[config.mk]
export PLATFORM = sky130hd
export DESIGN_NAME = mult_div_unit
export DESIGN_NICKNAME = d
export VERILOG_FILES = /design/src/rtl/mult_div_unit.sv
export SDC_FILE = /design/constraint.sdc
export NUM_CORES = 1
export LEC_CHECK = 0
export BUFFER_PORTS_ARGS = -buffer_cell sky130_fd_sc_hd__buf_2
export CAP_MARGIN = 20
export CORE_UTILIZATION = 57
export CTS_CLUSTER_DIAMETER = 200
export CTS_CLUSTER_SIZE = 8
export DETAILED_ROUTE_END_ITERATION = 8
export PLACE_DENSITY = 0.77
export SLEW_MARGIN = 20
export SYNTH_ARGS = -nofsm -noshare
export SYNTH_HDL_FRONTEND = slang
export SYNTH_SLANG_ARGS = --single-unit
[constraint.sdc]
create_clock -name clk -period 7.4 [get_ports clk]
set_input_delay 0.74 -clock clk [delete_from_list [all_inputs] [get_ports clk]]
set_output_delay 0.74 -clock clk [all_outputs]
set_load 0.02 [all_outputs]
[src/rtl/mult_div_unit.sv]
// Iterative HI/LO multiply/divide unit for MULT, MULTU, DIV and DIVU.
// Operations are accepted in IDLE, iterate WIDTH cycles in RUN, and
// sign-correct and commit to the architectural HI/LO registers in FIX.
// HI/LO also serve MTHI/MTLO writes while the unit is idle.
module mult_div_unit #(
  parameter int WIDTH = 32
) (
  input  logic             clk,
  input  logic             rst_b,
  input  logic             start,
  input  logic [1:0]       op,
  input  logic [WIDTH-1:0] a,
  input  logic [WIDTH-1:0] b,
  input  logic             mthi,
  input  logic             mtlo,
  input  logic [WIDTH-1:0] wdata,
  output logic             busy,
  output logic             done,
  output logic             div_by_zero,
  output logic [WIDTH-1:0] hi,
  output logic [WIDTH-1:0] lo
);

  typedef enum logic [1:0] {
    S_IDLE,
    S_RUN,
    S_FIX
  } state_t;

  // op[1] selects divide, op[0] selects the unsigned variant.
  typedef enum logic [1:0] {
    OP_MULT  = 2'd0,
    OP_MULTU = 2'd1,
    OP_DIV   = 2'd2,
    OP_DIVU  = 2'd3
  } op_t;

  localparam int CW = $clog2(WIDTH) + 1;
  localparam logic [CW-1:0] LAST_ITER = CW'(WIDTH - 1);

  state_t             state_q;
  logic               is_div_q;
  logic               neg_q;        // product or quotient must be negated
  logic               rem_neg_q;    // remainder must be negated
  logic               dbz_q;        // divide with a zero divisor
  logic [CW-1:0]      cnt_q;
  logic [WIDTH-1:0]   opa_q;        // |a|; becomes the quotient while dividing
  logic [WIDTH-1:0]   opb_q;        // |b|; shifts out multiplier bits
  logic [WIDTH-1:0]   raw_a_q;      // unmodified dividend for divide-by-zero
  logic [2*WIDTH-1:0] acc_q;        // product accumulator
  logic [WIDTH-1:0]   rem_q;        // partial remainder
  logic [WIDTH-1:0]   hi_q;
  logic [WIDTH-1:0]   lo_q;
  logic               done_q;
  logic               div_by_zero_q;

  // Operand conditioning, one RUN iteration, and FIX sign correction.
  logic               req_signed;
  logic               req_div;
  logic               a_neg;
  logic               b_neg;
  logic [WIDTH-1:0]   mag_a;
  logic [WIDTH-1:0]   mag_b;
  logic [WIDTH:0]     mul_sum;
  logic [2*WIDTH-1:0] acc_d;
  logic [WIDTH:0]     div_shift;
  logic               div_ge;
  logic [WIDTH-1:0]   rem_d;
  logic [WIDTH-1:0]   opa_d;
  logic [2*WIDTH-1:0] prod_fix;
  logic [WIDTH-1:0]   quo_fix;
  logic [WIDTH-1:0]   rem_fix;

  always_comb begin
    req_signed = (op_t'(op) == OP_MULT) || (op_t'(op) == OP_DIV);
    req_div    = op[1];
    a_neg      = req_signed && a[WIDTH-1];
    b_neg      = req_signed && b[WIDTH-1];
    mag_a      = a_neg ? -a : a;
    mag_b      = b_neg ? -b : b;

    // Multiply: add |a| into the upper half when the current multiplier
    // bit is set, then shift the whole accumulator right by one.
    mul_sum = {1'b0, acc_q[2*WIDTH-1:WIDTH]} + {1'b0, (opb_q[0] ? opa_q : '0)};
    acc_d   = {mul_sum, acc_q[WIDTH-1:1]};

    // Divide: the shifted partial remainder is WIDTH+1 bits so a dividend
    // magnitude of 2^(WIDTH-1) cannot overflow. When it is >= the divisor
    // the difference always fits back into WIDTH bits.
    div_shift = {rem_q, opa_q[WIDTH-1]};
    div_ge    = div_shift >= {1'b0, opb_q};
    rem_d     = div_ge ? (div_shift[WIDTH-1:0] - opb_q) : div_shift[WIDTH-1:0];
    opa_d     = {opa_q[WIDTH-2:0], div_ge};

    prod_fix = neg_q ? -acc_q : acc_q;
    quo_fix  = neg_q ? -opa_q : opa_q;
    rem_fix  = rem_neg_q ? -rem_q : rem_q;
  end

  // Control FSM, datapath registers, HI/LO and the registered status outputs.
  // NOTE: every register in this block uses non-blocking assignment so all
  // of them update together from the values present before the edge.
  always_ff @(posedge clk) begin
    if (!rst_b) begin
      state_q       <= S_IDLE;
      is_div_q      <= 1'b0;
      neg_q         <= 1'b0;
      rem_neg_q     <= 1'b0;
      dbz_q         <= 1'b0;
      cnt_q         <= '0;
      opa_q         <= '0;
      opb_q         <= '0;
      raw_a_q       <= '0;
      acc_q         <= '0;
      rem_q         <= '0;
      hi_q          <= '0;
      lo_q          <= '0;
      done_q        <= 1'b0;
      div_by_zero_q <= 1'b0;
    end else begin
      done_q        <= 1'b0;
      div_by_zero_q <= 1'b0;
      unique case (state_q)
        S_IDLE: begin
          if (start) begin
            is_div_q  <= req_div;
            neg_q     <= a_neg ^ b_neg;
            rem_neg_q <= a_neg;
            dbz_q     <= req_div && (b == '0);
            opa_q     <= mag_a;
            opb_q     <= mag_b;
            raw_a_q   <= a;
            acc_q     <= '0;
            rem_q     <= '0;
            cnt_q     <= '0;
            state_q   <= S_RUN;
          end else begin
            if (mthi) hi_q <= wdata;
            if (mtlo) lo_q <= wdata;
          end
        end
        S_RUN: begin
          if (is_div_q) begin
            rem_q <= rem_d;
            opa_q <= opa_d;
          end else begin
            acc_q <= acc_d;
            opb_q <= opb_q >> 1;
          end
          cnt_q <= cnt_q + 1'b1;
          if (cnt_q == LAST_ITER) state_q <= S_FIX;
        end
        S_FIX: begin
          if (!is_div_q) begin
            hi_q <= prod_fix[2*WIDTH-1:WIDTH];
            lo_q <= prod_fix[WIDTH-1:0];
          end else if (dbz_q) begin
            hi_q <= raw_a_q;
            lo_q <= '1;
          end else begin
            hi_q <= rem_fix;
            lo_q <= quo_fix;
          end
          done_q        <= 1'b1;
          div_by_zero_q <= is_div_q && dbz_q;
          state_q       <= S_IDLE;
        end
        default: state_q <= S_IDLE;
      endcase
    end
  end

  assign busy        = (state_q != S_IDLE);
  assign done        = done_q;
  assign div_by_zero = div_by_zero_q;
  assign hi          = hi_q;
  assign lo          = lo_q;

endmodule

# == Yosys cells after proc, flatten, opt, wreduce, memory -nomap -nowiden ==
# Cells that the tools add are included.
# classes
eq_ne,11
addsub,8
n_lt_le_gt_ge,1
n_mux,35
bitwise_logic,1
reduce_logical,19
# op_table
operator,n
$mux 32,20
$pmux 32 s2,5
$mux 64,3
$neg 32->32,4
$pmux 64 s2,1
$neg 64->64,1
$add 32x32->33,1
$ge 33x32->1,1
$logic_not 32->1,1
$sub 32x32->32,1
$ne 2x2->1 const B,7
$pmux 6 s2,1
$reduce_and 3->1,4
$reduce_and 2->1,4
$add 6x1->6 const B,1
$eq 6x5->1 const B,1
$mux 6,1
$reduce_bool 2->1,3
$eq 2x2->1 const B,2
$logic_and 1x1->1,4
$logic_not 2->1,2
$mux 2,2
$pmux 2 s2,1
$eq 2x1->1 const B,1
3 further kinds,3
# word_totals
inputBits,103
out_inout_bits,67
ff_bits,270
elab_cells,90

# == Depth between registers and ports, before layout ==
# Gate-level depths: netlist of run 1.
# logic_depth
ltp_word,6
ltp_mapped,14
depth_no_buf,13

# == Least setup slack after synthesis of run 1 ==
# No wires, ideal clock.
# synth_timing
kind,input to register
startpoint,in a[0]
endpoint,reg opa_q[29]
path_stages,9
arrival_time_ns,3.034
setup_ns,0.071
required_time_ns,7.329
slack_ns,4.295
n_path_buf,0
path_cell_list,or4_1 nor4_1 and2_1 nand3_1 nor4_1 a21oi_1 xnor2_1 a211o_1 a21oi_1
# synth_via
elab_chain_len,4
# synth_rtl
item,line_no,text
from (decl),12,"input logic [WIDTH-1:0] a,"
$neg 32->32,79,mag_a = a_neg ? -a : a;
$mux 32,79,
$mux 32,125,if (start) begin
$pmux 32 s2,123,unique case (state_q)
to (signal assigned),130,opa_q <= mag_a;
to (signal assigned),145,opa_q <= opa_d;
to (decl),47,logic [WIDTH-1:0] opa_q;
# Every way passes these cells. The select of a mux whose other input is x is not followed.
# A chain may end at the register's enable or synchronous reset.

# == Worst setup path in the final report of run 1 ==
# layout_timing
startpoint,reg acc_q[3]
endpoint,"reg hi_q[15], in the netlist hi[15]"
# layout_via
elab_chain_len,4
# layout_rtl
item,line_no,text
from (decl),50,logic [2*WIDTH-1:0] acc_q;
from (signal assigned),114,acc_q <= '0;
from (signal assigned),133,acc_q <= '0;
from (signal assigned),147,acc_q <= acc_d;
$neg 64->64,95,prod_fix = neg_q ? -acc_q : acc_q;
$mux 64,95,
$mux 32,154,if (!is_div_q) begin
$pmux 32 s2,123,
to (signal assigned),155,hi_q <= prod_fix[2*WIDTH-1:WIDTH];
to (signal assigned),158,hi_q <= raw_a_q;
to (signal assigned),161,hi_q <= rem_fix;
to (decl),52,logic [WIDTH-1:0] hi_q;
# Every way passes these cells.

==> results of run 1 <==
-- kinds of logic after synthesis --
group                    after synthesis  share of synthesized area
AND/OR/NAND/NOR                      820                      0.208
AO/OA/AOI/OAI                        819                      0.280
flip-flops                           270                      0.292
buffers and inverters                243                     0.0506
XOR/XNOR                             225                      0.107
adder cells (fa/ha/maj)               73                     0.0502
multiplexers                          21                     0.0114
-- cell type report --
type	instances	area, um^2	share of cell area
Antenna cell	8	20.0	0.000978
Sequential cell	270	5410	0.264
Timing Repair Buffer	194	1060	0.0517
Clock inverter	1	8.76	0.000428
Tap cell	402	503	0.0246
Inverter	73	277	0.0135
Clock buffer	40	990	0.0484
Multi-Input combinational cell	1958	12200	0.596
-- state kept, by name (all words and copies together) (netlist names) --
name and flops:
rem_q 32, acc_q 64, done 1, is_div_q 1, neg_q 1, dbz_q 1
state_q 2, lo 32, div_by_zero 1, raw_a_q 32, cnt_q 6, rem_neg_q 1
hi 32, opa_q 32, opb_q 32
-- worst min-delay path, stage by stage (launching register included) --
cell and delay [ps]:
sky130_fd_sc_hd__dfxtp_1 300, sky130_fd_sc_hd__nand2_1 50, sky130_fd_sc_hd__a21oi_1 50
-- layer usage --
metal  part of all wire  vias to the layer above  wire length (um)
li1                   -                     9038                 -
met1               0.39                     9249             27800
met2               0.41                     1257             28900
met3               0.13                      261              9360
met4              0.061                        4              4330
met5            0.00038                        -                27
-- synth_stat cells, types with 27 or more instances --
library cell | instances | area share
sky130_fd_sc_hd__and2_1 | 32 | 0.011
sky130_fd_sc_hd__or3_1 | 27 | 0.0091
sky130_fd_sc_hd__nand3_1 | 59 | 0.016
sky130_fd_sc_hd__nor3_1 | 46 | 0.012
sky130_fd_sc_hd__a22oi_1 | 49 | 0.020
sky130_fd_sc_hd__a211oi_1 | 39 | 0.016
sky130_fd_sc_hd__xor2_1 | 81 | 0.038
sky130_fd_sc_hd__inv_1 | 70 | 0.014
sky130_fd_sc_hd__nor2_1 | 249 | 0.051
sky130_fd_sc_hd__xnor2_1 | 144 | 0.068
sky130_fd_sc_hd__a31oi_1 | 32 | 0.011
sky130_fd_sc_hd__a21oi_1 | 252 | 0.068
sky130_fd_sc_hd__o31ai_1 | 45 | 0.018
sky130_fd_sc_hd__ha_1 | 71 | 0.048
sky130_fd_sc_hd__nand2_1 | 265 | 0.054
sky130_fd_sc_hd__clkbuf_1 | 151 | 0.031
sky130_fd_sc_hd__dfxtp_1 | 270 | 0.29
sky130_fd_sc_hd__o21ai_0 | 192 | 0.052
-- worst max-delay path by stage --
stage,from,to,slack (ps),cells after the start
after global placement,opb_q[0]$_SDFFE_PN0P_,rem_q[28]$_SDFFE_PN0P_,3800,13
after global routing,opa_q[0]$_SDFFE_PN0P_,acc_q[59]$_SDFFE_PN0P_,3460,13
after floorplan,a[0],opa_q[29]$_SDFFE_PN0P_,4300,9
final,acc_q[3]$_SDFFE_PN0P_,hi[15]$_SDFFE_PN0P_,3640,9
after detailed placement,a[0],opa_q[29]$_SDFFE_PN0P_,3700,10
after CTS,opb_q[0]$_SDFFE_PN0P_,rem_q[28]$_SDFFE_PN0P_,3740,13
-- power groups by stage --
stage	combinational [mW]	clock (mW)	sequential [mW]
floorplan	0.497	0	1.62
global placement	0.716	0	1.65
detailed placement	0.726	0	1.65
CTS	0.729	1.58	1.62
global route	0.816	1.64	1.63
finish	0.755	1.58	1.64
==> run summary, run 1 <==
The flow ran to the end, and the final reports show no timing, DRC or antenna violations. The fraction of final layout cells with drive strength greater than 1 was 0.110; the number of buffers inserted by port buffering was 169. The minimum hold slack is 453 ps, and the first-pass iteration count of the detailed router is 9. met2 is the most crowded layer.

The net switching fraction of the power is 0.315. The net total in the final layout was 2712. The tools report the global-route track usage on met1 as 0.545. The tools report the worst reg2reg path startpoint as acc_q[3]$_SDFFE_PN0P_. Data required time at the worst endpoint: 7770 ps. Number of buffer and inverter stages on the critical path: 0. The logs give 18100 for the number of global-route vias before repair and 19800 for the total number of vias. The CTS clock-pin slew for the worst setup and hold paths was 50 ps.

For the post-layout total power, the log shows 3.97 mW. The logs give 0 for the number of DRC violations after detailed routing and 2930 for the final-layout fill cell count. The main flop type after synthesis is sky130_fd_sc_hd__dfxtp_1. Grouping stages by cell kind, the critical path spends the most delay in simple AND/OR/NAND/NOR gates. The tools report the number of hold buffers added after CTS as 0. The number of antenna violations at the first check in global routing was 8. IR analysis of the VDD net gives a maximum drop of 0.125 mV. The maximum fanout along the worst path is 11, and the number of instances resized during post-cts repair is 0. Number of flops mapped to enable cells by yosys: 0. Counting flops and latches in the post-synthesis netlist gives 270. The area growth from synthesis to final layout was 10.7%; the worst-case register-to-register setup slack was 3640 ps. The cell at the slowest stage of the critical path is sky130_fd_sc_hd__o211ai_1. The cell that appears most often on the critical path is sky130_fd_sc_hd__nand3_1. The pre-CTS worst setup slack was 3700 ps. The cell leakage power is 8.39 nW, and the peak per-stage delay on the critical path is 650 ps. Detailed placement ended at an HPWL of 50900 um. Setup repair after global routing left no endpoint under its margin. The run gives 0 as the total count of max-transition violations in the final report.

Once placement finished, the instance area stood at 19400 um^2. The count of nets left with antenna violations once routing finished came out at 0. Routability-driven placement finished with a final weighted congestion of 1.10. For the worst setup path, the data arrival time is 4130 ps. The wire length per cell after detailed routing works out to 23.9 um.

By startpoint and endpoint, the worst setup path is classified as flop to flop. Across the run, the number of max-cap violations was 0. The critical path goes through nor3_1 -> nand3_1 -> nor3b_4 -> nand4b_4 -> or4_4 -> o31ai_1 -> xnor2_1 -> o211ai_1 -> nand3_1. The total internal power came out at 2.72 mW.

The top-level I/O count was 170. The logs give 0.266 GHz for the maximum clock frequency and 0.608 for the fraction of met2 tracks used by global routing. Number of hold violations in the final report: 0. TritonCTS built the clock tree. After synthesis the cells add up to 18500 um^2. Across all setup checks in the final design, the least slack found is 3640 ps. The part of the power in registers is 0.412, and the pin count of the biggest net entering global routing is 100. For this block, the initial DRC count from the detailed router was 2529. Global routing finished with a remaining overflow of 0. The die is 182 um tall.

The utilization after layout came out at 0.645. For the number of buffers created by CTS, the log shows 39. In this run the standard cell core region covers 31700 um^2. The share of synthesized flip-flops with an asynchronous set or reset is 0. Counting cells, the worst reg-to-reg path comes to 9. For the aggregate routed wire length, the log shows 70400 um.

The net count of the mapped netlist is 2647. The worst setup path is captured at a flop. The startpoint type of the worst setup path was a flop.

The worst hold path passes through 2 cells. The logs give 0.190 for the part of the total power dissipated in combinational logic and 33100 um^2 for the area of the die. The top cell types in the final layout, fill and taps aside, are sky130_fd_sc_hd__dfxtp_1 (268), sky130_fd_sc_hd__nand2_1 (265), sky130_fd_sc_hd__a21oi_1 (251).

Count of final setup violators: 0. The startpoint of the tightest hold check path is raw_a_q[11]$_SDFFE_PN0P_. Measured along the x axis, the die boundary spans 182 um.

After detailed placement, the design holds a cell count of 2896. In the routed layout, each cell is associated on average with a via count of 6.72. The wire length of the first global-routing pass is 107000 um. The met3 track demand over resource was 0.133; the actual slew at the worst max-slew pin was 991 ps. Once layout is complete, the cells apart from fillers number 2946. The path class of the lowest-slack min-delay path is flop to flop. The later pin in the worst-skew pair is clocked with a latency of 530 ps.

The tools report the H-tree depth as 2. The tools report the count of cell types in the netlist as 82. The run gives 0 ps as the final sum of negative setup slack.

The minimum clock period was 3760 ps. The logs give 65 for the number of placement rows and 2471 for the post-synthesis cell count. The analysis attributes to net switching a power of 1.25 mW. The end of the worst register-to-register path was hi[15]$_SDFFE_PN0P_.

The relative max-transition margin came out at 0.332. The run gives 28.4 ps as the clock tree skew after final layout. Total power per unit cell area: 194 nW/um^2. Once layout is done, the placed cells without fillers occupy 20500 um^2. The library cell used most frequently in the layout, excluding fill and tap cells, is sky130_fd_sc_hd__dfxtp_1. For hold timing, the worst endpoint is raw_a_q[11]$_SDFFE_PN0P_. For the global-route usage over all layers, the log shows 0.417. The clock passes through at most 3 buffers. CTS placed an instance of sky130_fd_sc_hd__clkbuf_16 at the clock tree root.

The share of the clock period used by the worst path after layout is 0.509. The clock share of power is 0.398, and the Yosys warning count is 0. The mean area per synthesized cell was 7.48 um^2. Buffers added to address setup during post-CTS repair amount to 0.

The post-synthesis sequential area ratio was 0.292. The logs give 0.583 for the effective utilization at floorplan and 270 for the number of clock sinks.
No activity file was read; power rests on OpenSTA's default activity.
==> run 2, diff against run 1 <==
--- a/config.mk
+++ b/config.mk
@@ -7,11 +7,11 @@
 export LEC_CHECK = 0
 export BUFFER_PORTS_ARGS = -buffer_cell sky130_fd_sc_hd__buf_2
 export CAP_MARGIN = 20
-export CORE_UTILIZATION = 57
+export CORE_UTILIZATION = 55
 export CTS_CLUSTER_DIAMETER = 200
 export CTS_CLUSTER_SIZE = 8
 export DETAILED_ROUTE_END_ITERATION = 8
-export PLACE_DENSITY = 0.77
+export PLACE_DENSITY = 0.78
 export SLEW_MARGIN = 20
 export SYNTH_ARGS = -nofsm -noshare
 export SYNTH_HDL_FRONTEND = slang
==> constraint.sdc (replaced) <==
create_clock -name clk -period 3.3 [get_ports clk]
set_input_delay 0.33 -clock clk [delete_from_list [all_inputs] [get_ports clk]]
set_output_delay 0.33 -clock clk [all_outputs]
set_load 0.02 [all_outputs]
==> run 2 against run 1 <==
Against the previous run: critical path depth increased by 6; largest power group is now clock; register-to-register slack got worse by 3500 ps; flip-flop and latch count unchanged; clock-buffer cell count unchanged; fmax rose by 21%; die area up 3.6%; clock skew rose by 12 ps; critical endpoint is now acc_q[55]$_SDFFE_PN0P_; via count is 0.68% higher; routed wire length decreased by 0.87%; non-clock buffer count up 76; critical path type unchanged; global-route usage decreased by 1.5 points; final area increased by 3.7%.
==> run summary, run 2 (synthesis results as in run 1) <==
The logs give 3550 ps for the worst endpoint data arrival time and 0.564 for the effective utilization at floorplan. The tools report the maximum resistive drop on vdd as 0.381 mV. After detailed routing, the average wire length per cell comes to 22.8 um.

The number of clock buffers added by TritonCTS is 39. The logs give 2 for the number of antenna violations at the first check in global routing and 135 for the pin count of the biggest net entering global routing. The worst reg2reg path startpoint is opb_q[0]$_SDFFE_PN0P_. The detail route stage leaves a number of antenna-violating nets equal to 0. The total power per unit cell area is 428 nW/um^2, and the part of the power in registers is 0.398. After floorplanning, the core was divided into 66 placement rows. In this run the most used layer during global routing was met2. The run gives 0 as the number of hold violations in the final report.

The most frequent standard cell in the layout excluding fill and tap cells is sky130_fd_sc_hd__dfxtp_1. The via density per instance is 6.52. The smallest clock period supported by the final layout is computed as 3120 ps.

During placement, the flow inserted port buffers numbering 169. The worst hold path begins at a[1]. For this design, the sink count on the clock tree is 270. The part of the total power dissipated in combinational logic was 0.202. In this run the standard cell core region covers 32800 um^2.

STA classifies the critical path endpoint as a flop. The floorplan step defined a die boundary enclosing 34300 um^2. The run gives 69800 um as the aggregate routed wire length. The flow ran to the end, and the final reports show no timing, DRC or antenna violations.

The tools report the final global-route overflow total as 0. In this run the count of I/O pins placed on the die edge is 170. The net switching fraction of the power was 0.318; the total setup buffers inserted after CTS was 0. The library cells used most frequently in the layout, excluding fill and tap cells, are sky130_fd_sc_hd__dfxtp_1 (268), sky130_fd_sc_hd__nand2_1 (265), sky130_fd_sc_hd__a21oi_1 (249).

The fraction of final layout cells with drive strength greater than 1 works out to 0.138. The category of the critical setup timing path is flop to flop. The met3 track demand over resource was 0.0849. The min-delay analysis places its worst path in the category primary input to flop. The fraction of met2 tracks used by global routing is 0.628, and the relative max-transition margin is 0.255. In this run the vertical extent of the chip is 185 um. For the total number of vias, the log shows 19900. Global-route usage over all layers: 0.402. The logs give 106000 um for the wire length of the first global-routing pass and 2957 for the final-layout fill cell count. The clock passes through at most 3 buffers. For this block, the initial DRC count from the detailed router was 2094.

The number of DRC violations after detailed routing came out at 0. The area growth from synthesis to layout is 14.8%. At the pin with the least slew margin, the transition time is 1110 ps. The global-route track usage on met1 came out at 0.505. The worst-skew pair later-pin latency is 550 ps, and the total internal power is 6.19 mW. TritonCTS built the clock tree. The first detailed-routing pass took 7 iterations. Setup violations remaining at the end of the flow were counted as 0. The final non-filler cell area came out at 21200 um^2. The finished layout holds 3057 standard cells, fillers aside. The clock share of power was 0.401. The tools report the startpoint type of the worst setup path as a flop. For the number of global-route vias before repair, the log shows 18200. The data required time at the worst endpoint was 3740 ps.

After detailed placement, the design holds a cell count of 3013. CTS clock-pin slew for the worst setup and hold paths: 50 ps. The register with the most flip-flops was acc_q. The start point of the critical path is opb_q[0]$_SDFFE_PN0P_. The H-tree depth came out at 2.

The share of the clock period used by the worst path after layout was 0.945. Setup repair after global routing could not meet its margin everywhere. The switching power summed over all nets is 2.88 mW, and the maximum fanout along the worst path is 33. The analysis attributes to cell leakage a power of 8.83 nW. The tool flagged a number of max-cap violations equal to 0. For this run, the top clock speed supported by timing is 0.321 GHz.

In this run the clock root is driven by a sky130_fd_sc_hd__clkbuf_16. The number of hold buffers added after CTS was 0; the width of the die was 185 um. The HPWL after detailed placement is 52100 um.

The register with the most flip-flops in the layout has 64 of them. The net total in the final layout is 2788, and the total count of max-transition violations in the final report is 0. The tools report the area of placed instances as 20100 um^2. On the final layout, the worst clock skew is 40.7 ps. The final RePlAce weighted congestion came out at 1.08.
[run 2: cell types whose count changed in the layout (fill, tap and decap cells not counted), moves of 2 or more]
cell	change
sky130_fd_sc_hd__a21oi_2	+2
sky130_fd_sc_hd__diode_2	-7
sky130_fd_sc_hd__buf_12	+6
sky130_fd_sc_hd__clkinv_16	+2
sky130_fd_sc_hd__a21oi_1	-2
sky130_fd_sc_hd__buf_4	+72
[run 2: cell type report]
class	count	area, um^2	area share
Sequential cell	270	5410	0.255
Inverter	73	277	0.0130
Multi-Input combinational cell	1958	12200	0.577
Antenna cell	1	2.50	0.000118
Tap cell	442	553	0.0261
Timing Repair Buffer	270	1680	0.0791
Clock buffer	40	990	0.0466
Clock inverter	3	76.3	0.00360
[run 2: power groups by stage]
stage          clock network [mW]  registers, mW  logic (mW)
2_1_floorplan                   0           3.64        1.11
6_report                     3.64           3.61        1.83
3_5_place_dp                    0           3.66        1.77
4_1_cts                      3.64           3.59        1.78
5_1_grt                      3.80           3.61        1.97
3_3_place_gp                    0           3.65        1.74
[run 2: timing repair]
item,in CTS,in global routing
gates resized for setup,0,9
hold endpoints to repair,0,0
setup endpoints to repair,0,10
[run 2: worst paths after layout]
path / end / slack (ps) / depth (start not counted)
setup / recovery: acc_q[55]$_SDFFE_PN0P_ / 180 / 15
hold / removal: raw_a_q[1]$_SDFFE_PN0P_ / 60 / 3
setup reg to reg: acc_q[55]$_SDFFE_PN0P_ / 180 / 15
hold reg to reg: raw_a_q[30]$_SDFFE_PN0P_ / 460 / 2
[run 2: metrics by stage]
stage / setup TNS [ps] / power [mW] / util / hold WS [ps] / setup slack, ps
after global routing: -46.5 / 9.39 / 0.647 / 72.9 / -46.5
after CTS: 0 / 9.02 / 0.646 / 56.6 / 180
final: 0 / 9.08 / 0.647 / 62.5 / 182
after global placement: 0 / 5.40 / 0.614 / 441 / 247
after detailed placement: 0 / 5.43 / 0.614 / 450 / 219
after floorplan: 0 / 4.75 / - / 428 / 345
[run 2: critical path, stage by stage (launching register included)]
cell and delay, ps:
sky130_fd_sc_hd__dfxtp_1 370, sky130_fd_sc_hd__buf_12 190, sky130_fd_sc_hd__and2_1 140, sky130_fd_sc_hd__ha_1 160, sky130_fd_sc_hd__inv_1 50, sky130_fd_sc_hd__fa_1 380, sky130_fd_sc_hd__nor2b_1 190, sky130_fd_sc_hd__o2111ai_1 170
sky130_fd_sc_hd__a21oi_2 210, sky130_fd_sc_hd__o221a_4 250, sky130_fd_sc_hd__a31oi_1 120, sky130_fd_sc_hd__a31oi_1 190, sky130_fd_sc_hd__buf_4 170, sky130_fd_sc_hd__o21a_1 130, sky130_fd_sc_hd__nor3_1 50, sky130_fd_sc_hd__o31ai_1 210
[run 2: routing by layer]
metal  share of wire  wire length, um  vias to the layer above
li1                -                -                     9186
met3            0.11             7680                      257
met4           0.067             4680                        2
met1            0.39            27100                     9263
met5         0.00016               11                        -
met2            0.43            30400                     1235
